File: src/rtl/reg_dump_pkg.sv
// -----------------------------------------------------------------------------
// reg_dump_pkg
// Shared types and default sizes for the register-file debug dumper.
//   state_t          : dump sequencer states
//   DEFAULT_NUM_REGS : number of registers walked (addresses 0..N-1)
//   DEFAULT_ADDR_W   : register-file address width
//   DEFAULT_DATA_W   : register data width
// -----------------------------------------------------------------------------
package reg_dump_pkg;

   localparam int DEFAULT_NUM_REGS = 32;
   localparam int DEFAULT_ADDR_W   = 5;
   localparam int DEFAULT_DATA_W   = 32;

   typedef enum logic [2:0] {
      ST_IDLE  = 3'd0,
      ST_FETCH = 3'd1,
      ST_SEND  = 3'd2,
      ST_SUM   = 3'd3,
      ST_FIN   = 3'd4
   } state_t;

endpackage

File: src/rtl/reg_dump.sv
// -----------------------------------------------------------------------------
// reg_dump
// Debug reader for the CPU register file. A start pulse walks addresses
// 0..NUM_REGS-1 through one registered read port, captures each word and
// streams it out on a valid/ready interface.
//
// Optional feature: define REG_DUMP_CHECKSUM_EN to append an XOR checksum of
// all dumped words as an extra word tagged out_idx = NUM_REGS.
//
// Ports:
//   clk       in   rising-edge clock
//   rst       in   asynchronous active-high reset
//   start     in   one-cycle dump request, honoured only when idle
//   busy      out  dump in progress
//   done      out  one-cycle pulse after the final word handshake
//   rf_addr   out  register-file read address
//   rf_data   in   register-file read data (updated on the falling edge)
//   out_valid out  out_data/out_idx valid
//   out_ready in   downstream accepts the word
//   out_data  out  dumped word
//   out_idx   out  index of out_data (NUM_REGS for the checksum word)
// -----------------------------------------------------------------------------
module reg_dump
   import reg_dump_pkg::*;
#(
   parameter int NUM_REGS = DEFAULT_NUM_REGS,
   parameter int ADDR_W   = DEFAULT_ADDR_W,
   parameter int DATA_W   = DEFAULT_DATA_W
) (
   input  logic              clk,
   input  logic              rst,
   input  logic              start,
   output logic              busy,
   output logic              done,
   output logic [ADDR_W-1:0] rf_addr,
   input  logic [DATA_W-1:0] rf_data,
   output logic              out_valid,
   input  logic              out_ready,
   output logic [DATA_W-1:0] out_data,
   output logic [ADDR_W:0]   out_idx
);

   localparam logic [ADDR_W-1:0] LAST_IDX = ADDR_W'(NUM_REGS - 1);
`ifdef REG_DUMP_CHECKSUM_EN
   localparam logic [ADDR_W:0]   SUM_IDX  = (ADDR_W + 1)'(NUM_REGS);
`endif

   state_t            state;
   logic [ADDR_W-1:0] idx;
`ifdef REG_DUMP_CHECKSUM_EN
   logic [DATA_W-1:0] checksum;
`endif

   // Dump sequencer: state, index counter, read address and output holding register
   always_ff @(posedge clk or posedge rst) begin
      if (rst) begin
         state     <= ST_IDLE;
         idx       <= '0;
         rf_addr   <= '0;
         busy      <= 1'b0;
         done      <= 1'b0;
         out_valid <= 1'b0;
         out_data  <= '0;
         out_idx   <= '0;
`ifdef REG_DUMP_CHECKSUM_EN
         checksum  <= '0;
`endif
      end else begin
         case (state)
            ST_IDLE: begin
               done <= 1'b0;
               idx  <= '0;
               if (start) begin
                  state   <= ST_FETCH;
                  rf_addr <= '0;
                  busy    <= 1'b1;
`ifdef REG_DUMP_CHECKSUM_EN
                  checksum <= '0;
`endif
               end
            end

            // rf_addr was set at the edge opening this cycle; the register
            // file latched the word on the falling edge, so it is safe here.
            ST_FETCH: begin
               out_data  <= rf_data;
               out_idx   <= {1'b0, idx};
               out_valid <= 1'b1;
               state     <= ST_SEND;
`ifdef REG_DUMP_CHECKSUM_EN
               checksum  <= checksum ^ rf_data;
`endif
            end

            ST_SEND: begin
               if (out_ready) begin
                  if (idx == LAST_IDX) begin
`ifdef REG_DUMP_CHECKSUM_EN
                     // out_valid stays high: the checksum word follows directly
                     state    <= ST_SUM;
                     out_data <= checksum;
                     out_idx  <= SUM_IDX;
`else
                     state     <= ST_FIN;
                     out_valid <= 1'b0;
                     busy      <= 1'b0;
                     done      <= 1'b1;
`endif
                  end else begin
                     idx       <= idx + ADDR_W'(1);
                     rf_addr   <= idx + ADDR_W'(1);
                     out_valid <= 1'b0;
                     state     <= ST_FETCH;
                  end
               end
            end

`ifdef REG_DUMP_CHECKSUM_EN
            ST_SUM: begin
               if (out_ready) begin
                  state     <= ST_FIN;
                  out_valid <= 1'b0;
                  busy      <= 1'b0;
                  done      <= 1'b1;
               end
            end
`endif

            // done is high for exactly this one cycle; a start seen here is dropped
            ST_FIN: begin
               done  <= 1'b0;
               idx   <= '0;
               state <= ST_IDLE;
            end

            default: begin
               state     <= ST_IDLE;
               idx       <= '0;
               busy      <= 1'b0;
               done      <= 1'b0;
               out_valid <= 1'b0;
            end
         endcase
      end
   end

endmodule

File: config.mk
export PLATFORM = sky130hd
export DESIGN_NAME = reg_dump
export DESIGN_NICKNAME = d
export VERILOG_FILES = /design/src/rtl/reg_dump_pkg.sv /design/src/rtl/reg_dump.sv
export SDC_FILE = /design/constraint.sdc
export NUM_CORES = 1
export LEC_CHECK = 0
export ABC_CLOCK_PERIOD_IN_PS = 5600
export CAP_MARGIN = 25
export CORE_MARGIN = 2
export CORE_UTILIZATION = 49
export CTS_BUF_LIST = sky130_fd_sc_hd__clkbuf_2 sky130_fd_sc_hd__clkbuf_4 sky130_fd_sc_hd__clkbuf_8
export DETAILED_ROUTE_END_ITERATION = 16
export HOLD_SLACK_MARGIN = 0.05
export PLACE_DENSITY = 0.88
export SYNTH_ARGS = -nofsm -noshare
export SYNTH_HDL_FRONTEND = slang
export SYNTH_SLANG_ARGS = --single-unit
File: constraint.sdc
create_clock -name clk -period 5.6 [get_ports clk]
set_clock_uncertainty 0.1 [all_clocks]
set_input_delay 0.84 -clock clk [delete_from_list [all_inputs] [get_ports clk]]
set_output_delay 0.84 -clock clk [all_outputs]
set_load 0.01 [all_outputs]
==> flow_metrics.tcl, run 1 <==
set metrics [dict create \
    slew_headroom_pct 56.45 \
    io_pins 82 \
    syn_nets 265 \
    placed_area_um2 3015 \
    vias 1776 \
    syn_inst 227 \
    overflow 0 \
    slowest_delay_ns 0.55 \
    top_usage_layer "met2" \
    syn_area_um2 2178 \
    cp-start-kind "register" \
    slew_violations 0 \
    worstHoldEndpoint "out_idx[0]" \
    switching_share_pct 35.07 \
    via_per_inst 4.920 \
    postSynth.asyncResetShare_pct 100.0 \
    final_common_cell "nand2_1" \
    cellLeakagePower_uw 0.001561 \
    gr-usage-all-layers_pct 20.30 \
    worstSetupPathType "reg -> out" \
    grtUsageMet1_pct 26.91 \
    place_hpwl_um 3365 \
    required_ns 4.66 \
    cts-buffers-inserted 5 \
    p_per_area_nw_per_um2 486.1 \
    start_util_pct 50.38 \
    rows 24 \
    tns_ns 0 \
    cpLargestDelayFamily "buffers and inverters" \
    remaining_drc_errors 0 \
    status "completed" \
    die_area_um2 4995 \
    cts_tree "yes" \
    r2r_cells 6 \
    grt_pass1_wl_um 8010 \
    wl_per_cell_um 13.11 \
    finalCritPeriodShare_pct 39.31 \
    r2r_start "idx[0]" \
    ys_warn_count 0 \
    grt_max_degree 41 \
    nets 346 \
    pwr-share-seq_pct 40.4 \
    path_cells "clkdlybuf4s50_1" \
    cts_resized 0 \
    coreArea_um2 4324 \
    endpoint_kind "output port" \
    n_fill_cell 333 \
    first_pass_iters 4 \
    r2r_setup_slack_ns 3.40 \
    synthToLayoutAreaGrowth_pct 43.08 \
    drt-initial-drc-count 102 \
    arrival_ns 1.26 \
    clk_latency_ns 0.30 \
    clockBufferDepth 2 \
    die-width_um 70.68 \
    wirelength_um 4734 \
    setup_violations 0 \
    final_cell_mix "nand2_1, clkdlybuf4s50_1, dfrtp_1" \
    cts_root_buf "clkbuf_8" \
    synth_top_area_share_pct 60.88 \
    ir_drop_mv 0.3403 \
    hold_class "reg -> reg" \
    cp_slowest_cell "clkdlybuf4s50_1" \
    fmax_ghz 0.4543 \
    drtAntennaViolNets 0 \
    synth_edf_count 0 \
    post-route-util_pct 72.08 \
    die_h_um 70.68 \
    cts.sinks 53 \
    htreeDepth 2 \
    r2r-end "rf_addr[1]" \
    gp_congestion 0.8237 \
    synth-main-ff-cell "dfrtp_1" \
    power_switching_uw 531.3 \
    design_area_um2 3117 \
    cts-hold-fix-buffers 0 \
    syn_avg_cell_area_um2 9.596 \
    path_buf_inv 1 \
    post_cts_buffers 0 \
    worst_pin_slew_ns 0.6525 \
    crit_path_max_fanout 2 \
    cap_violations 0 \
    yosys_register_bits 53 \
    p_comb_share_pct 44.2 \
    portBuffers 80 \
    synth_cell_types 33 \
    netlist.top_cell.by_area "dfrtp_1" \
    drive_above_1_share_pct 7.443 \
    clk_pin_slew_ns 0.09 \
    rsz0062_at_grt "false" \
    grt_pass1_vias 1732 \
    antenna_found_initial 0 \
    holdPathStages 2 \
    grtUsageMet2_pct 32.91 \
    whs_ns 0.3807 \
    fin_crit_ns 2.201 \
    p_int_uw 983.7 \
    grt_use_met3_pct 4.701 \
    antenna_cells 0 \
    final_hold_viol_count 0 \
    synth_seq_area_share_pct 60.88 \
    min_from "out_idx[0]" \
    yosys-top-cells-area "dfrtp_1, nand2_1, buf_6, nand2b_4, ha_1" \
    power.share.clock_pct 15.3 \
]
[power groups by stage]
stage / Combinational (uW) / Clock [uW] / Sequential (uW)
2_1_floorplan: 283 / 0 / 671
3_3_place_gp: 660 / 0 / 613
3_5_place_dp: 675 / 0 / 622
4_1_cts: 680 / 238 / 615
5_1_grt: 740 / 255 / 632
6_report: 670 / 232 / 613
[layout make-up]
| cell class | count | area (um^2) | area share [%] |
|---|---|---|---|
| Multi-Input combinational cell | 161 | 773.2 | 24.81 |
| Clock buffer | 7 | 96.34 | 3.091 |
| Timing Repair Buffer | 83 | 835.8 | 26.82 |
| Sequential cell | 53 | 1326 | 42.55 |
| Tap cell | 52 | 65.06 | 2.088 |
| Inverter | 4 | 15.01 | 0.4817 |
| Clock inverter | 1 | 5.005 | 0.1606 |
[cell families (layout without fill, tap and decap cells)]
family	after synthesis	after routing	share of synthesized area [%]
compound gates	20	20	6.835
simple gates	135	135	26.02
xor+xnor	2	2	0.8043
buf+inv	13	95	3.618
fa+ha+maj	2	2	1.149
mux	1	1	0.5169
flops	53	53	60.88
other cells	1	1	0.1721
[state kept, by name, indices dropped and copies added (netlist names)]
register / flops
out_data: 32
idx: 5
out_idx: 5
rf_addr: 5
state: 3
busy: 1
done: 1
out_valid: 1
[synth_stat cells (2+ instances only)]
cell,count
nand3_1,2
nand2b_4,2
clkbuf_1,2
dfrtp_1,53
a21oi_1,2
buf_2,2
nand3b_1,3
inv_1,4
a22o_2,2
o31ai_1,2
nor2_1,2
buf_6,3
nand2_1,120
o21ai_0,4
a21o_1,3
xnor2_1,2
a22o_1,2
ha_1,2
[stage by stage]
stage	power, uW	cells	worst slack [ns]
6_report	1515	361	3.399
5_1_grt	1627	361	3.297
4_1_cts	1533	361	3.387
3_5_place_dp	1297	353	3.207
3_3_place_gp	1273	352	3.238
2_1_floorplan	954.3	227	3.374
[layer usage]
| layer | vias up | routed length [um] |
|---|---|---|
| met5 | - | 0 |
| met4 | 0 | 82 |
| met3 | 7 | 270 |
| met2 | 51 | 2333 |
| met1 | 844 | 2048 |
| li1 | 874 | - |
[how the worst max path moves through the flow]
stage               startpoint          to  slack, ns  cells after the start
floorplan                  rst        busy       3.37                      1
global placement     out_ready  rf_addr[4]       3.24                      4
detailed placement   out_ready  rf_addr[1]       3.21                      4
CTS                       busy        busy       3.39                      1
global route            idx[0]  rf_addr[1]       3.30                      6
finish              rf_addr[1]  rf_addr[1]       3.40                      1
Power figures use the tool's default switching activity.
==> inputs of run 2 (changes only) <==
--- a/config.mk
+++ b/config.mk
@@ -5,14 +5,14 @@
 export SDC_FILE = /design/constraint.sdc
 export NUM_CORES = 1
 export LEC_CHECK = 0
-export ABC_CLOCK_PERIOD_IN_PS = 5600
+export ABC_CLOCK_PERIOD_IN_PS = 2080
 export CAP_MARGIN = 25
 export CORE_MARGIN = 2
-export CORE_UTILIZATION = 49
+export CORE_UTILIZATION = 45
 export CTS_BUF_LIST = sky130_fd_sc_hd__clkbuf_2 sky130_fd_sc_hd__clkbuf_4 sky130_fd_sc_hd__clkbuf_8
 export DETAILED_ROUTE_END_ITERATION = 16
 export HOLD_SLACK_MARGIN = 0.05
-export PLACE_DENSITY = 0.88
+export PLACE_DENSITY = 0.81
 export SYNTH_ARGS = -nofsm -noshare
 export SYNTH_HDL_FRONTEND = slang
 export SYNTH_SLANG_ARGS = --single-unit
==> constraint.sdc (replaced) <==
create_clock -name clk -period 2.08 [get_ports clk]
set_clock_uncertainty 0.1 [all_clocks]
set_input_delay 0.312 -clock clk [delete_from_list [all_inputs] [get_ports clk]]
set_output_delay 0.312 -clock clk [all_outputs]
set_load 0.01 [all_outputs]
==> run 2 against run 1 <==
  * Count of clock-buffer cells in the layout grew 1
  * Cell count is 2.2% higher
  * Hold slack worse by 0.20 ns
  * Largest cell class unchanged
  * Highest routed layer unchanged
==> flow_metrics.tcl, run 2 (same netlist as run 1, synthesis figures left out) <==
set metrics [dict create \
    whs_ns 0.1783 \
    path_cells "ha_1 > and3_4 > ha_4 > nand3b_1 > a211o_4 > a22o_2" \
    fin_crit_ns 1.993 \
    clk_latency_ns 0.30 \
    antenna_cells 0 \
    start_util_pct 46.43 \
    status "completed" \
    place_hpwl_um 3420 \
    finalCritPeriodShare_pct 95.84 \
    cp_slowest_cell "dfrtp_1" \
    portBuffers 80 \
    fmax_ghz 0.5016 \
    grt_pass1_wl_um 7817 \
    final_cell_mix "nand2_1, clkdlybuf4s50_1, dfrtp_1" \
    grt_max_degree 38 \
    cellLeakagePower_uw 0.001583 \
    grt_use_met3_pct 5.075 \
    grt_pass1_vias 1739 \
    antenna_found_initial 0 \
    rows 25 \
    largest_reg_flops 32 \
    drtAntennaViolNets 0 \
    place_ws_ns 0.03919 \
    cts-buffers-inserted 5 \
    crit_path_max_fanout 7 \
    post-route-util_pct 67.79 \
    cts_tree "yes" \
    via_per_inst 4.900 \
    nets 352 \
    multi_input_area_um2 799.5 \
    clockBufferDepth 2 \
    final_common_cell "nand2_1" \
    vias 1808 \
    first_pass_iters 4 \
    endpoint_kind "register" \
    final_hold_viol_count 0 \
    cts_root_buf "clkbuf_8" \
    r2r_setup_slack_ns 0.09 \
    p_per_area_nw_per_um2 1287 \
    drt-initial-drc-count 93 \
    placed_area_um2 3055 \
    gp_congestion 0.8254 \
    layout_setup_ws_ns 0.08652 \
    seqCellArea_um2 1326 \
    htreeDepth 2 \
    die_area_um2 5413 \
    ir_drop_mv 0.8770 \
    overflow 0 \
    grtUsageMet1_pct 23.72 \
    cts-hold-fix-buffers 0 \
    design_area_um2 3181 \
    worstSetupPathType "reg -> reg" \
    clk_pin_slew_ns 0.09 \
    required_ns 2.17 \
    die_h_um 73.58 \
    wl_per_cell_um 13.06 \
    n_fill_cell 389 \
    die-width_um 73.58 \
    cap_violations 0 \
    coreArea_um2 4692 \
    slew_violations 0 \
    drive_above_1_share_pct 10.16 \
    synthToLayoutAreaGrowth_pct 46.01 \
    cts.sinks 53 \
    hold_class "in -> async" \
    cp-start-kind "register" \
    wirelength_um 4818 \
    grtUsageMet2_pct 31.85 \
    gr-usage-all-layers_pct 18.87 \
    io_pins 82 \
    tns_ns 0 \
    arrival_ns 2.09 \
    remaining_drc_errors 0 \
    regMostFlops "out_data" \
    top_usage_layer "met2" \
    setup_violations 0 \
    rsz0062_at_grt "false" \
    slowest_delay_ns 0.39 \
]
run 2: cell types whose count changed in the layout (fill, tap and decap cells not counted):
cell	delta
a211o_1	-1
a211o_4	+1
and3_1	-1
and3_4	+1
buf_4	+6
clkbuf_4	+3
clkbuf_8	-2
clkinv_2	-1
ha_1	-1
ha_4	+1
run 2: per-layer routing:
layer / share of wire [%] / routed length [um]
met5: 0 / 0
met4: 0.71 / 34
met3: 6.7 / 324
met2: 50 / 2402
met1: 43 / 2056
run 2: final timing paths:
check / to / from / cells past startpoint
max reg2reg: rf_addr[1] / idx[0] / 6
max: rf_addr[1] / idx[0] / 6
min in group clk: out_data[27] / out_data[27] / 2
min: out_data[31] / rst / 2
max in group asynchronous: out_data[17] / rst / 3
min reg2reg: out_data[27] / out_data[27] / 2
run 2: per-stage QoR:
step / cells / total power [uW]
after floorplan: 227 / 2569
after global placement: 360 / 3470
after detailed placement: 360 / 3526
after CTS: 369 / 4129
after global routing: 369 / 4414
final: 369 / 4092
run 2: area by class of cell:
type	count	area share (%)
Timing Repair Buffer	89	27.69
Tap cell	54	2.124
Multi-Input combinational cell	161	25.14
Clock buffer	8	2.872
Sequential cell	53	41.70
Inverter	4	0.4721
run 2: power breakdown:
group	leakage, uW	internal, uW	total (uW)	switching, uW
clock	0.0000498	279	581	303
combinational	0.000858	983	1880	896
sequential	0.000675	1410	1630	221
run 2: worst max-delay path, delay by kind of cell (launching register included):
family,cells,cell delay [ns]
adder cells (fa/ha/maj),2,0.39
AO/OA/AOI/OAI,2,0.64
AND/OR/NAND/NOR,2,0.37
flip-flops,1,0.39
run 2: timing repair:
action,in CTS,in global routing
buffers inserted,1,0
setup endpoints to repair,2,3
pin swaps,1,1
gates resized for setup,1,3
==> inputs of run 3 (changes only) <==
--- a/config.mk
+++ b/config.mk
@@ -11,6 +11,7 @@
 export CORE_UTILIZATION = 45
 export CTS_BUF_LIST = sky130_fd_sc_hd__clkbuf_2 sky130_fd_sc_hd__clkbuf_4 sky130_fd_sc_hd__clkbuf_8
 export DETAILED_ROUTE_END_ITERATION = 16
+export GPL_TIMING_DRIVEN = 0
 export HOLD_SLACK_MARGIN = 0.05
 export PLACE_DENSITY = 0.81
 export SYNTH_ARGS = -nofsm -noshare
==> run 3 against run 2 <==
  * Register-to-register slack worse by 0.03 ns
  * Hold slack better by 0.12 ns
  * Total power is 1.5% higher
  * Sequential power hardly changed
  * Cell count is 0.81% higher
  * Critical path type unchanged
  * Critical endpoint is now rf_addr[4]
  * Highest routed layer unchanged
==> flow_metrics.tcl, run 3 (same netlist as run 1, synthesis figures left out) <==
set metrics [dict create \
    ir_drop_mv 0.7113 \
    clk_latency_ns 0.30 \
    grt_pass1_wl_um 7596 \
    place_hpwl_um 3464 \
    nets 355 \
    cellLeakagePower_uw 0.001596 \
    antenna_cells 0 \
    finalCritPeriodShare_pct 97.17 \
    power_switching_uw 1433 \
    io_pins 82 \
    wl_met2_um 2304 \
    slew_headroom_pct 60.65 \
    wirelength_um 4722 \
    worst_pin_slew_ns 0.5893 \
    met1Wirelength_um 2116 \
    overflow 0 \
    power.share.clock_pct 14.8 \
    tns_ns 0 \
    worstSetupPathType "reg -> reg" \
    htreeDepth 2 \
    setup_violations 0 \
    crit_path_max_fanout 7 \
    rsz0062_at_grt "false" \
    coreArea_um2 4692 \
    regMostFlops "out_data" \
    met3WireLength_um 241 \
    layout_setup_ws_ns 0.05895 \
    whs_ns 0.2942 \
    pwr-share-seq_pct 39.3 \
    vias 1785 \
    final_common_cell "nand2_1" \
    die_area_um2 5413 \
    cts_root_buf "clkbuf_8" \
    maxUsedRoutingLayer "met4" \
    final_hold_viol_count 0 \
    gp_congestion 0.8030 \
    status "completed" \
    cap_violations 0 \
    drive_above_1_share_pct 10.69 \
    arrival_ns 2.11 \
    total_power_uw 4152 \
    fin_crit_ns 2.021 \
    rows 25 \
    die-width_um 73.58 \
    via_per_inst 4.798 \
    cp-start-kind "register" \
    r2r_cells 6 \
    drt-initial-drc-count 66 \
    cts.sinks 53 \
    n_fill_cell 407 \
    remaining_drc_errors 0 \
    drtAntennaViolNets 0 \
    stdcell_count 372 \
    endpoint_kind "register" \
    start_util_pct 46.43 \
    clk_pin_slew_ns 0.09 \
    die_h_um 73.58 \
    antenna_found_initial 0 \
    fmax_ghz 0.4948 \
    largest_reg_flops 32 \
    first_pass_iters 5 \
    hold_class "in -> async" \
    grt_pass1_vias 1729 \
    placedCellCount 362 \
    switching_share_pct 34.52 \
    cts_tree "yes" \
    p_comb_share_pct 45.8 \
    grt_max_degree 28 \
    wl_per_cell_um 12.69 \
    slew_violations 0 \
    gr-usage-all-layers_pct 18.29 \
    clockBufferDepth 2 \
    required_ns 2.17 \
    p_int_uw 2719 \
    cts-buffers-inserted 5 \
    portBuffers 80 \
    p_per_area_nw_per_um2 1297 \
    final_cell_mix "nand2_1, clkdlybuf4s50_1, dfrtp_1" \
    place_ws_ns -0.05171 \
    synthToLayoutAreaGrowth_pct 46.98 \
]
-- run 3: worst max-delay path, stage by stage (launching register included) --
cell,delay (ns)
dfrtp_1,0.40
ha_2,0.21
and3_1,0.18
ha_2,0.20
nand3b_1,0.18
a211o_4,0.38
a22o_2,0.27
-- run 3: final cells by class --
cell class | count | area (um^2) | area share (%)
buffer | 9 | 63.81 | 1.993
clock buffer | 7 | 96.34 | 3.009
clock inverter | 1 | 5.005 | 0.1563
inverter | 4 | 15.01 | 0.4689
multi-input combinational | 161 | 792.0 | 24.74
sequential | 53 | 1326 | 41.42
tap | 54 | 67.56 | 2.110
timing repair buffer | 83 | 835.8 | 26.10
-- run 3: repair_timing --
| action | CTS | global route |
|---|---|---|
| pin swaps | 1 | 0 |
| gates resized for setup | 2 | 2 |
| hold buffers | 0 | 0 |
| setup buffers | 2 | 0 |
| setup endpoints to repair | 3 | 3 |
-- run 3: path summary, 6_finish.rpt --
kind / start / to / slack (ns)
worst max-delay path: idx[0] / rf_addr[4] / 0.06
worst min-delay path: rst / out_data[11] / 0.29
worst max register to register: idx[0] / rf_addr[4] / 0.06
worst min register to register: out_idx[0] / out_idx[0] / 0.38
max in group asynchronous: rst / out_idx[3] / 1.03
min in group clk: out_idx[0] / out_idx[0] / 0.38
-- run 3: metrics by stage --
| step | instance area [um^2] | utilization (%) |
|---|---|---|
| final | 3202 | 68.24 |
| after global routing | 3202 | 68.24 |
| after CTS | 3188 | 67.95 |
| after detailed placement | 3067 | 65.36 |
| after global placement | 3047 | 64.93 |
| after floorplan | 2178 | - |
-- run 3: power groups by stage --
stage,clock network (uW),logic (uW),registers (uW)
6_report,616,1900,1630
5_1_grt,676,2120,1680
4_1_cts,643,1920,1630
3_5_place_dp,0,1890,1660
3_3_place_gp,0,1850,1640
2_1_floorplan,0,762,1810
-- run 3: routing by layer --
layer	vias to the layer above	global-route usage (%)
li1	892	-
met5	-	0
met2	50	31.25
met1	835	23.00
met4	0	6.061
met3	8	3.978
